<file path="src/rtl/fft_capture_ctrl.sv">
// Capture controller: frames FRAME_LEN samples from din into an AXI-stream FFT port and waits for fft_done.
// Optional WAIT_DONE watchdog enabled by defining FFT_CAPTURE_TIMEOUT_EN.
module fft_capture_ctrl #(
  parameter int unsigned N         = 16,
  parameter int unsigned FRAME_LEN = 1024,
  parameter int unsigned HOLDOFF   = 100,
  parameter int unsigned TIMEOUT   = 4096
) (
  input  logic         clk,
  input  logic         nreset,
  input  logic         trig,
  input  logic [N-1:0] din,
  input  logic         din_valid,
  output logic         din_ready,
  output logic [N-1:0] m_tdata,
  output logic         m_tvalid,
  input  logic         m_tready,
  output logic         m_tlast,
  input  logic         fft_done,
  output logic         busy,
  output logic [15:0]  frame_cnt,
  output logic         err_timeout
);

  localparam int unsigned CNT_W = 16;
  localparam int unsigned HO_W  = (HOLDOFF > 1) ? $clog2(HOLDOFF) : 1;

  if (N < 1 || FRAME_LEN < 2 || FRAME_LEN > 65535 || HOLDOFF < 1 || TIMEOUT < 1) begin : g_param_err
    $error("fft_capture_ctrl: illegal parameter value");
  end

  typedef enum logic [2:0] {
    S_HOLDOFF   = 3'd0,
    S_ARM       = 3'd1,
    S_CAPTURE   = 3'd2,
    S_DRAIN     = 3'd3,
    S_WAIT_DONE = 3'd4
  } state_t;

  state_t            state;
  state_t            state_nxt;
  logic [HO_W-1:0]   holdoff_cnt;
  logic [CNT_W-1:0]  sample_cnt;
  logic              holdoff_done;
  logic              last_sample;
  logic              acc_in;
  logic              acc_out;
  logic              timeout_hit;

  assign holdoff_done = (holdoff_cnt == HO_W'(HOLDOFF - 1));
  assign last_sample  = (sample_cnt == CNT_W'(FRAME_LEN - 1));
  assign acc_in       = din_valid && din_ready;
  assign acc_out      = m_tvalid && m_tready;

  // State register
  always_ff @(posedge clk or negedge nreset) begin
    if (!nreset) state <= S_HOLDOFF;
    else         state <= state_nxt;
  end

  // Next-state logic
  always_comb begin
    state_nxt = state;
    case (state)
      S_HOLDOFF:   if (holdoff_done)            state_nxt = S_ARM;
      S_ARM:       if (trig)                    state_nxt = S_CAPTURE;
      S_CAPTURE:   if (acc_in && last_sample)   state_nxt = S_DRAIN;
      S_DRAIN:     if (acc_out)                 state_nxt = S_WAIT_DONE;
      S_WAIT_DONE: if (fft_done || timeout_hit) state_nxt = S_ARM;
      default:                                  state_nxt = S_HOLDOFF;
    endcase
  end

  // Output decode; din_ready looks through the output register for full throughput
  always_comb begin
    din_ready = 1'b0;
    busy      = 1'b1;
    case (state)
      S_ARM:     busy      = 1'b0;
      S_CAPTURE: din_ready = !m_tvalid || m_tready;
      default:   ;
    endcase
  end

  always_ff @(posedge clk or negedge nreset) begin
    if (!nreset) begin
      holdoff_cnt <= '0;
    end else if (state == S_HOLDOFF && !holdoff_done) begin
      holdoff_cnt <= holdoff_cnt + HO_W'(1);
    end
  end

  always_ff @(posedge clk or negedge nreset) begin
    if (!nreset) begin
      sample_cnt <= '0;
    end else if (state == S_ARM && trig) begin
      sample_cnt <= '0;
    end else if (acc_in) begin
      sample_cnt <= sample_cnt + CNT_W'(1);
    end
  end

  // Single-entry output register: a new load may coincide with the previous beat draining
  always_ff @(posedge clk or negedge nreset) begin
    if (!nreset) begin
      m_tdata  <= '0;
      m_tvalid <= 1'b0;
      m_tlast  <= 1'b0;
    end else if (acc_in) begin
      m_tdata  <= din;
      m_tvalid <= 1'b1;
      m_tlast  <= last_sample;
    end else if (acc_out) begin
      m_tvalid <= 1'b0;
      m_tlast  <= 1'b0;
    end
  end

  always_ff @(posedge clk or negedge nreset) begin
    if (!nreset) begin
      frame_cnt <= '0;
    end else if (state == S_WAIT_DONE && fft_done) begin
      frame_cnt <= frame_cnt + 16'd1;
    end
  end

`ifdef FFT_CAPTURE_TIMEOUT_EN
  localparam int unsigned TO_W = (TIMEOUT > 1) ? $clog2(TIMEOUT) : 1;

  logic [TO_W-1:0] to_cnt;

  // fft_done arriving on the final cycle still counts as a completed frame
  assign timeout_hit = (state == S_WAIT_DONE) && !fft_done && (to_cnt == TO_W'(TIMEOUT - 1));

  always_ff @(posedge clk or negedge nreset) begin
    if (!nreset) begin
      to_cnt      <= '0;
      err_timeout <= 1'b0;
    end else begin
      if (state != S_WAIT_DONE)  to_cnt <= '0;
      else if (!timeout_hit)     to_cnt <= to_cnt + TO_W'(1);
      if (timeout_hit)           err_timeout <= 1'b1;
    end
  end
`else
  assign timeout_hit = 1'b0;
  assign err_timeout = 1'b0;
`endif

endmodule

</file>
<file path="config.mk">
export PLATFORM = sky130hd
export DESIGN_NAME = fft_capture_ctrl
export DESIGN_NICKNAME = d
export VERILOG_FILES = /design/src/rtl/fft_capture_ctrl.sv
export SDC_FILE = /design/constraint.sdc
export NUM_CORES = 1
export LEC_CHECK = 0
export CAP_MARGIN = 10
export CORE_MARGIN = 2
export CORE_UTILIZATION = 30
export DETAILED_ROUTE_END_ITERATION = 10
export GPL_TIMING_DRIVEN = 0
export HOLD_SLACK_MARGIN = 0.1
export PLACE_DENSITY_LB_ADDON = 0.1
export SETUP_SLACK_MARGIN = 0.2
export SLEW_MARGIN = 25
export SYNTH_ARGS = -nofsm -noshare
export SYNTH_HDL_FRONTEND = slang
export SYNTH_SLANG_ARGS = --single-unit
</file>
<file path="constraint.sdc">
create_clock -name clk -period 2.1 [get_ports clk]
set_input_delay 0.42 -clock clk [delete_from_list [all_inputs] [get_ports clk]]
set_output_delay 0.42 -clock clk [all_outputs]
set_load 0.005 [all_outputs]
</file>
==> run metrics <==
CTS tree=done; RSZ-0062 raised after global routing=true; M1 WL=3.06 mm; clock-pin slew on the worst setup and hold paths=0.07 ns; Setup Skew=0.00909 ns; top cell type by total area after synthesis=dfrtp_1; row cnt=35; synthesis-to-finish area growth=35.8%; Period minus WS final=1.84 ns; Detail Route Antenna Nets=0; CP required=1.68 ns; ANT cells=0; CP startpoint=m_tvalid; Inserted Clock Buffers=9; FFs w/ async S/R, synth=100%; # IOs=59; Synth Instances=251; Crit. End Element=output pin; die height=101 um; Net Count, Synth=276; Die ar.=10200 sq um; Initial Util=30.8%; H-tree levels=3; Synth top area share=53.0%; final setup TNS=0 ns; number of vias in the routed layout=2121; DR WL met3=219 um; final hold violations=0; Critical Path AT=1.42 ns; Die Width=101 um; CTS root buf=clkbuf_8; Yosys reg bits=60; Pwr Density=609 nW/um^2; total of max-cap violations=0; Placer Congestion=0.754; synth unique cells=47; Most used DFF post-synth=dfrtp_1; hpwl dp=4.50 mm; Hold Crit Start=holdoff_cnt[6]; worst r2r src=state[0]; Critical-path top delay cell=dfrtp_1; CP Class=flip-flop to output pin; Core Region=9200 sq um; fillers=927; initial antenna violation count=0; Setup-failing EPs final=0; Hold Crit Depth=1; ranking of synthesized cells by area=dfrtp_1, mux2_2, xnor2_1; Iter 0 DRT Violations=23; crit start category=flip-flop; status=finished clean; grt ovf=0; static leakage=1.66 nW; DR DRC count=0; total power=2.34 mW; r2r worst-path depth=5; port bufs=57; Multi-input gate area=1290 sq um; DRT Pass-1 Iters=4; clk buf depth=2; fin nets=352; top routing layer in use=met4; largest stage delay on the critical path=0.44 ns; Slew Viols, Final=0; fmax=543 MHz; Sequential cell area=1500 sq um; count leader, synth=dfrtp_1; Mean Syn Cell Area=11.3 sq um; critical path cell sequence=nor2b_2, nor3_2, dlygate4sd2_1; vias in the first global route=2128; post-synth design cell area=2830 sq um; first-pass GRT wire length=10.8 mm; drt via density=4.80; CTS Sinks=60; number of flops mapped to enable cells by yosys=0; worst-path maximum fanout=6; Seq/Total Area, Yosys=53.0%; fin crit share=87.7%; Post-synth top cells=dfrtp_1, nand2_1, mux2_2; metal2 WL=3.04 mm; Hold Path Class=flip-flop to flip-flop; DRT Wirelength=6.43 mm; Synthesis Warnings=0; Tot GR Track Use=13.7%; Util after Layout=41.8%; Max VDD drop=0.366 mV; largest net degree at the start of global routing=45; layout cells sized above 1=19.3%; post-DR wirelength/cell=14.6 um; later-pin clock latency in the skew report=0.34 ns
-- power breakdown --
group / leakage, nW / switching [mW] / internal, mW / total [mW]
sequential: 0.792 / 0.00790 / 1.17 / 1.18
combinational: 0.766 / 0.0496 / 0.0822 / 0.132
clock: 0.0979 / 0.464 / 0.567 / 1.03
-- final timing paths --
| check | slack [ns] | to |
|---|---|---|
| max | 0.26 | din_ready |
| min | 0.48 | holdoff_cnt[6] |
| max reg2reg | 0.31 | sample_cnt[11] |
| min reg2reg | 0.48 | holdoff_cnt[6] |
| max in group asynchronous | 1.08 | state[0] |
| min in group asynchronous | 0.50 | sample_cnt[10] |
-- logic make-up after synthesis --
family                   count (synthesis)  synth area share (%)
adder cells (fa/ha/maj)                  3                  1.32
AND/OR/NAND/NOR                        107                  22.5
other                                    1                 0.132
AO/OA/AOI/OAI                           21                  4.72
XOR/XNOR                                27                  8.34
flip-flops                              60                  53.0
buffers and inverters                   12                  2.16
multiplexers                            20                  7.81
-- sequential cells by signal, summed over array words and instances (netlist names) --
register / cells
state: 3
holdoff_cnt: 7
frame_cnt: 16
m_tdata: 16
m_tlast: 1
sample_cnt: 16
m_tvalid: 1
-- worst max-delay path, delay by kind of cell, from the launching register on --
kind                   cells  cell delay, ns
DFF                        1            0.44
and+or+nand+nor            2            0.38
buffers and inverters      1            0.26
-- layout by cell type, fill, tap and decap left out, types with 2 or more instances in the layout --
cell             instances
dfrtp_1                 59
or2_2                    4
xnor2_1                 16
nand4b_1                 2
a21oi_1                  7
dlygate4sd2_1            3
or4_1                    2
nand4_1                 13
xor2_1                  11
clkbuf_1                 2
nor2b_1                  2
clkbuf_8                10
o21ai_0                  4
nor4_1                   3
and2_1                   2
clkinv_2                 3
o31a_1                   2
or3_1                    4
nand2b_1                 4
nor3_2                   3
and3_1                   4
mux2_2                  17
inv_1                    3
ha_1                     3
nand2_1                 22
mux2i_1                  3
clkdlybuf4s50_1         52
nand3_1                 10
o31ai_1                  2
nor2_1                  14
nor3_1                   6
buf_4                   11
-- layout make-up --
type,instances,share of cell area [%]
Clock inverter,5,1.37
Tap cell,111,3.61
Sequential cell,60,39.1
Timing Repair Buffer,65,16.9
Multi-Input combinational cell,179,33.6
Inverter,3,0.293
Buffer,9,1.59
Clock buffer,10,3.58
-- metrics by stage --
step,cells,hold WS (ns),instance area (sq um),worst slack (ns)
finish,442,0.477,3850,0.258
global route,442,0.504,3850,0.127
CTS,438,0.481,3800,0.128
detailed placement,420,0.320,3570,-0.268
global placement,419,0.464,3540,-1.56
floorplan,251,0.124,2830,0.471
-- routing by layer --
metal / global-route usage [%] / vias to the layer above
met5: 0 / -
met4: 4.47 / 0
met3: 4.62 / 8
met2: 20.9 / 35
met1: 18.3 / 1034
li1: - / 1044
-- what timing repair did --
item	4_1_cts	5_1_grt
setup buffers	2	4
setup endpoints to repair	22	19
hold buffers	1	0
endpoints found under the hold margin	16	0
gates resized for setup	9	7
Power figures use the tool's default switching activity.
